### config.mk
export PLATFORM = sky130hd
export DESIGN_NAME = shared_mem_arbiter_flat
export DESIGN_NICKNAME = d
export VERILOG_FILES = /design/src/rtl/shared_mem_arbiter_if.sv /design/src/rtl/shared_mem_arbiter.sv /design/src/flat_wrapper.sv
export SDC_FILE = /design/constraint.sdc
export NUM_CORES = 1
export LEC_CHECK = 0
export BUFFER_PORTS_ARGS = -buffer_cell sky130_fd_sc_hd__buf_2
export CAP_MARGIN = 20
export CORE_AREA = 5 5 113 115
export CTS_CLUSTER_DIAMETER = 40
export DETAILED_ROUTE_END_ITERATION = 10
export DIE_AREA = 0 0 118 120
export GPL_TIMING_DRIVEN = 0
export PLACE_DENSITY = 0.6
export SYNTH_ARGS = -nofsm -noshare
export SYNTH_HDL_FRONTEND = slang
export SYNTH_SLANG_ARGS = --single-unit
export TNS_END_PERCENT = 5
### constraint.sdc
create_clock -name clk -period 3.36 [get_ports clk]
set_clock_uncertainty 0.15 [all_clocks]
set_input_delay 0.672 -clock clk [delete_from_list [all_inputs] [get_ports clk]]
set_output_delay 0.672 -clock clk [all_outputs]
set_load 0.005 [all_outputs]
### src/rtl/shared_mem_arbiter_if.sv
// Requester-side bus of the shared SRAM arbiter.
// The master modport is the requester cluster; the slave modport is the arbiter.
interface shared_mem_arbiter_if #(
  parameter int NUM_REQ    = 4,
  parameter int DATA_WIDTH = 32,
  parameter int ADDR_WIDTH = 11
);
  logic [NUM_REQ-1:0]                 req_valid;
  logic [NUM_REQ-1:0]                 req_we;
  logic [NUM_REQ-1:0]                 req_last;
  logic [NUM_REQ-1:0][ADDR_WIDTH-1:0] req_addr;
  logic [NUM_REQ-1:0][DATA_WIDTH-1:0] req_wdata;
  logic [NUM_REQ-1:0]                 req_ready;
  logic [NUM_REQ-1:0]                 rsp_valid;
  logic [DATA_WIDTH-1:0]              rsp_rdata;

  modport master (
    output req_valid, req_we, req_last, req_addr, req_wdata,
    input  req_ready, rsp_valid, rsp_rdata
  );

  modport slave (
    input  req_valid, req_we, req_last, req_addr, req_wdata,
    output req_ready, rsp_valid, rsp_rdata
  );
endinterface

### src/rtl/shared_mem_arbiter.sv
// Round-robin arbiter sharing one single-port SRAM between NUM_REQ requesters.
// Grants are combinational (zero-cycle acceptance); a beat without last locks
// the SRAM to its requester until that requester's last beat. Read data comes
// back one cycle after acceptance on the shared rsp_rdata bus.

// Per-requester slice: eligibility for the grant search and the response strobe.
module shared_mem_arbiter_lane #(
  parameter int IW   = 2,
  parameter int LANE = 0
) (
  input  logic          valid,
  input  logic          locked,
  input  logic [IW-1:0] owner,
  input  logic          rsp_vld,
  input  logic [IW-1:0] rsp_idx,
  output logic          elig,
  output logic          rsp_strobe
);
  logic is_owner;

  // While locked only the owner may compete; otherwise any valid requester.
  always_comb begin
    is_owner   = (owner == IW'(LANE));
    elig       = valid & (~locked | is_owner);
    rsp_strobe = rsp_vld & (rsp_idx == IW'(LANE));
  end
endmodule

module shared_mem_arbiter #(
  parameter int NUM_REQ    = 4,
  parameter int DATA_WIDTH = 32,
  parameter int ADDR_WIDTH = 11
) (
  input  logic                  clk,
  input  logic                  rst_n,
  shared_mem_arbiter_if.slave   bus,
  output logic                  mem_ceb,
  output logic                  mem_web,
  output logic [ADDR_WIDTH-1:0] mem_a,
  output logic [DATA_WIDTH-1:0] mem_d,
  input  logic [DATA_WIDTH-1:0] mem_q
);
  localparam int IW = (NUM_REQ > 1) ? $clog2(NUM_REQ) : 1;

  typedef enum logic {ARB, LOCKED} state_e;

  state_e              state_q, state_d;
  logic [IW-1:0]       ptr_q, ptr_d;
  logic [IW-1:0]       owner_q, owner_d;
  logic                rd_vld_q;
  logic [IW-1:0]       rd_idx_q;

  logic [NUM_REQ-1:0]  elig;
  logic [NUM_REQ-1:0]  rsp_strobe;
  logic                gnt_any;
  logic [IW-1:0]       gnt_idx;
  logic [IW-1:0]       gnt_next;
  logic                acc_last;
  logic                acc_rd;
  int                  idx;
  logic [IW-1:0]       cand;

  // Per-requester eligibility and response decode.
  for (genvar i = 0; i < NUM_REQ; i++) begin : g_lane
    shared_mem_arbiter_lane #(.IW(IW), .LANE(i)) u_lane (
      .valid      (bus.req_valid[i]),
      .locked     (state_q == LOCKED),
      .owner      (owner_q),
      .rsp_vld    (rd_vld_q),
      .rsp_idx    (rd_idx_q),
      .elig       (elig[i]),
      .rsp_strobe (rsp_strobe[i])
    );
  end

  // Round-robin search over eligible requesters starting at ptr, wrapping.
  always_comb begin
    gnt_any = 1'b0;
    gnt_idx = '0;
    idx     = 0;
    cand    = '0;
    for (int k = 0; k < NUM_REQ; k++) begin
      idx = int'(ptr_q) + k;
      if (idx >= NUM_REQ) idx = idx - NUM_REQ;
      cand = IW'(idx);
      if (!gnt_any && elig[cand]) begin
        gnt_any = 1'b1;
        gnt_idx = cand;
      end
    end
  end

  // One-hot grant; ready is only raised on an eligible (hence valid) lane.
  always_comb begin
    bus.req_ready = '0;
    if (gnt_any) bus.req_ready[gnt_idx] = 1'b1;
  end

  // SRAM port driven straight from the granted beat; quiet zeros when idle.
  always_comb begin
    mem_ceb = 1'b1;
    mem_web = 1'b1;
    mem_a   = '0;
    mem_d   = '0;
    if (gnt_any) begin
      mem_ceb = 1'b0;
      mem_web = ~bus.req_we[gnt_idx];
      mem_a   = bus.req_addr[gnt_idx];
      mem_d   = bus.req_wdata[gnt_idx];
    end
  end

  // Next-state: lock on a non-last beat, unlock on the owner's last beat;
  // the pointer moves past whoever finished a burst.
  always_comb begin
    state_d  = state_q;
    ptr_d    = ptr_q;
    owner_d  = owner_q;
    acc_last = gnt_any & bus.req_last[gnt_idx];
    acc_rd   = gnt_any & ~bus.req_we[gnt_idx];
    gnt_next = (gnt_idx == IW'(NUM_REQ - 1)) ? '0 : gnt_idx + 1'b1;
    if (acc_last) ptr_d = gnt_next;
    case (state_q)
      ARB: begin
        if (gnt_any && !acc_last) begin
          state_d = LOCKED;
          owner_d = gnt_idx;
        end
      end
      LOCKED: begin
        if (acc_last) state_d = ARB;
      end
      default: state_d = ARB;
    endcase
  end

  // Arbitration state; reset drops any lock and restarts the search at 0.
  always_ff @(posedge clk or negedge rst_n) begin
    if (!rst_n) begin
      state_q <= ARB;
      ptr_q   <= '0;
      owner_q <= '0;
    end else begin
      state_q <= state_d;
      ptr_q   <= ptr_d;
      owner_q <= owner_d;
    end
  end

  // Read-return tracker: one entry, since SRAM latency is a single cycle.
  always_ff @(posedge clk or negedge rst_n) begin
    if (!rst_n) begin
      rd_vld_q <= 1'b0;
      rd_idx_q <= '0;
    end else begin
      rd_vld_q <= acc_rd;
      rd_idx_q <= gnt_idx;
    end
  end

  // Shared response bus is zero whenever no read data is due.
  always_comb begin
    bus.rsp_valid = rsp_strobe;
    bus.rsp_rdata = rd_vld_q ? mem_q : '0;
  end

  // Grant stays one-hot and never targets a lane that is not requesting.
  a_ready_onehot : assert property (@(posedge clk) disable iff (!rst_n)
    $onehot0(bus.req_ready));
  a_ready_valid : assert property (@(posedge clk) disable iff (!rst_n)
    ((bus.req_ready & ~bus.req_valid) == '0));
endmodule

### src/flat_wrapper.sv
// flat-port wrapper written by rule: the top's interface ports become plain ports
module shared_mem_arbiter_flat 
#(
  parameter int NUM_REQ    = 4,
  parameter int DATA_WIDTH = 32,
  parameter int ADDR_WIDTH = 11
)
  (clk, rst_n, mem_ceb, mem_web, mem_a, mem_d, mem_q, bus_req_valid, bus_req_we, bus_req_last, bus_req_addr, bus_req_wdata, bus_req_ready, bus_rsp_valid, bus_rsp_rdata);
  shared_mem_arbiter_if #(.NUM_REQ(NUM_REQ), .DATA_WIDTH(DATA_WIDTH), .ADDR_WIDTH(ADDR_WIDTH)) bus_i ();
  input  logic clk;
  input  logic rst_n;
  output logic mem_ceb;
  output logic mem_web;
  output logic [ADDR_WIDTH-1:0] mem_a;
  output logic [DATA_WIDTH-1:0] mem_d;
  input  logic [DATA_WIDTH-1:0] mem_q;
  input wire logic [$bits(bus_i.req_valid)-1:0] bus_req_valid;
  input wire logic [$bits(bus_i.req_we)-1:0] bus_req_we;
  input wire logic [$bits(bus_i.req_last)-1:0] bus_req_last;
  input wire logic [$bits(bus_i.req_addr)-1:0] bus_req_addr;
  input wire logic [$bits(bus_i.req_wdata)-1:0] bus_req_wdata;
  output wire logic [$bits(bus_i.req_ready)-1:0] bus_req_ready;
  output wire logic [$bits(bus_i.rsp_valid)-1:0] bus_rsp_valid;
  output wire logic [$bits(bus_i.rsp_rdata)-1:0] bus_rsp_rdata;
  assign bus_i.req_valid = bus_req_valid;
  assign bus_i.req_we = bus_req_we;
  assign bus_i.req_last = bus_req_last;
  assign bus_i.req_addr = bus_req_addr;
  assign bus_i.req_wdata = bus_req_wdata;
  assign bus_req_ready = bus_i.req_ready;
  assign bus_rsp_valid = bus_i.rsp_valid;
  assign bus_rsp_rdata = bus_i.rsp_rdata;
  shared_mem_arbiter #(.NUM_REQ(NUM_REQ), .DATA_WIDTH(DATA_WIDTH), .ADDR_WIDTH(ADDR_WIDTH)) u_core (.clk(clk), .rst_n(rst_n), .bus(bus_i), .mem_ceb(mem_ceb), .mem_web(mem_web), .mem_a(mem_a), .mem_d(mem_d), .mem_q(mem_q));
endmodule
==> metrics.txt <==
status completed; Setup TNS Final 0 ps; FMAX 298.3 MHz; CTS tree done; Routed WL 14980 um; Starting Density 19.98%; DIE WIDTH 118 um; IO buf count 302; Clock transition at path regs 40 ps; multi-input logic area 2123 sq um; RR Endpoint u_core.ptr_q[1]; synth warn 0; Clock Sinks 8; drc violations 0; die footprint 14160 sq um; insertion delay to the later sink of the worst-skew pair 230 ps; startpoint types flop; max-slew violation count 0; Layout Nets 890; vias per cell 4.840; H-tree Lvls 1; initial antenna violation count 0; Via Count 3935; Post-DP HPWL 12340 um; largest net degree at the start of global routing 13; TritonRoute pass-1 iters 4; Compound-Gate Fraction of Synth Area 34.65%; flop2flop setup slack 710 ps; Cell Area, Synth 2340 sq um; Worst Max-Slew Pin Slew 629.5 ps; TritonCTS buffer count 3; Crit Path Class reg2out; final hold vios 0; Synthesized Nets 579; PD cells 981.5 nW/um^2; Layout area overhead 92.03%; layout cells sized above 1 58.86%; worst hold slack 126.7 ps; placer congestion estimate 0.8060; Std-Cell Core Area 11710 sq um; synth unique cells 38; die height 120 um; largest family of logic cells by synthesized area simple AND/OR/NAND/NOR gates; multiplexer area fraction after synthesis 4.225%; Root Buffer Master clkbuf_16; post-synthesis xor/xnor area fraction 0%; peak supply drop 0.4461 mV; clock tree buffer depth 2; Worst EP arrival 2530 ps; GRT overflow 0; Critical Path RT 2540 ps; Max-slew headroom 58.03%; R2R depth 9; CP Capture Type output pin; fill count 1267; simple-gate share of the synthesized area 41.23%; Syn Area/Cell 6.554 sq um; most common cell after layout, fill and taps aside buf_2; #FFs+latches synth 8; adder-cell area share of the yosys netlist 2.139%; CP max FO 7; first-pass GRT wire length 21950 um; Final period util 99.78%; Place WS -365.6 ps; sequential-to-total area share from yosys stat 8.556%; Routed Antenna Nets 0; FF-to-FF Start u_core.owner_q[0]; HP Class in2async; DR iter-0 viols 152; hold_buf cts 0; vias in the first global route 4010; RSZ-0062 raised after global routing yes; post-route setup slack 7.500 ps; Pleak 0.002314 uW; commonest non-fill, non-tap cells in the layout buf_2, nand2_1, and2_1, a311oi_1, a211oi_1; Synth Instances 357; min cycle time layout 3353 ps; Reg area 203.9 sq um; Top Ports 303; Final setup viols 0; Power Total 4410 uW; Max-Cap Viols 0; Total Routing Usage GR 19.32%; row count 40; routed len/inst 18.42 um; ant diodes 0
==> per-layer routing <==
layer	GRT usage, %	up-vias	wire length, um
met1	21.05	1765	5437
li1	-	1911	-
met5	0	-	0
met3	5.372	16	1471
met4	2.724	0	178
met2	37.66	243	7889
==> how the worst max path moves through the flow <==
| stage | startpoint | endpoint | slack [ps] | depth (start not counted) |
|---|---|---|---|---|
| CTS | u_core.owner_q[1] | mem_a[9] | -90 | 9 |
| detailed placement | bus_req_valid[3] | mem_d[31] | -370 | 9 |
| floorplan | bus_req_valid[3] | mem_d[13] | 490 | 7 |
| global placement | bus_req_valid[3] | mem_d[31] | -370 | 9 |
| global route | u_core.owner_q[1] | mem_d[13] | -100 | 9 |
| finish | u_core.owner_q[0] | mem_web | 8 | 10 |
==> final cells by class <==
cell class / count / area share [%]
Buffer: 40 / 7.463
Multi-Input combinational cell: 305 / 47.26
Clock buffer: 3 / 1.671
Sequential cell: 8 / 4.539
Tap cell: 147 / 4.094
Timing Repair Buffer: 306 / 34.53
Inverter: 4 / 0.4456
==> where the power goes <==
group / switching, uW / internal, uW / leakage, uW
combinational: 2210 / 1780 / 0.00218
clock: 45.9 / 153 / 0.0000370
sequential: 71.3 / 149 / 0.0000927
==> repair_timing <==
| action | 4_1_cts | 5_1_grt |
|---|---|---|
| pin swaps | 3 | 8 |
| gates resized for setup | 32 | 77 |
| endpoints found under the setup margin | 48 | 48 |
| buffers inserted | 3 | 1 |
==> cells in the mapped netlist <==
cell type	number	share of area, %
ha_1	4	2.1
and2_0	13	3.5
a22oi_1	1	0.32
mux2_1	2	0.96
a311oi_1	43	16
dfrtp_1	8	8.6
a21oi_1	4	0.86
o22a_1	1	0.37
o21a_1	1	0.32
clkbuf_1	21	3.4
mux2i_1	2	0.86
o22ai_1	2	0.53
and3_1	1	0.27
or2_2	3	0.80
buf_2	6	1.3
and3b_1	1	0.37
nand3_1	2	0.43
a211oi_1	44	14
a21boi_1	1	0.32
o2bb2ai_1	1	0.37
inv_1	1	0.16
and2_1	62	17
mux2_2	1	0.48
mux2i_4	2	1.9
nor2_1	3	0.48
o21ai_2	2	0.75
clkbuf_2	4	0.86
a211o_1	1	0.37
nor3_2	2	0.86
nand2_1	94	15
buf_4	8	2.6
nor3_1	3	0.64
nor3b_1	1	0.32
o21ai_1	1	0.21
and2b_1	1	0.32
buf_6	1	0.48
nor2b_1	6	1.6
inv_2	3	0.48
==> logic make-up after synthesis <==
logic type,Yosys count
compound gates,102
fa+ha+maj,4
buf+inv,44
flops,8
mux,7
simple gates,192
==> per-stage QoR <==
stage / util [%] / instances / cell area, sq um
final: 38.37 / 813 / 4493
after floorplan: - / 357 / 2340
after global routing: 38.37 / 813 / 4493
after global placement: 34.46 / 806 / 4035
after CTS: 36.08 / 812 / 4225
after detailed placement: 34.46 / 806 / 4035
==> worst max-delay path, cell delays in order, from the launching register on <==
cell,delay (ps)
dfrtp_2,430
and2b_1,190
o21ai_2,190
a21oi_2,80
a211o_1,350
buf_8,180
buf_6,120
mux2i_1,120
mux2_4,290
or2_4,230
buf_6,120
Note: power is estimated with default switching activity, not from simulation.
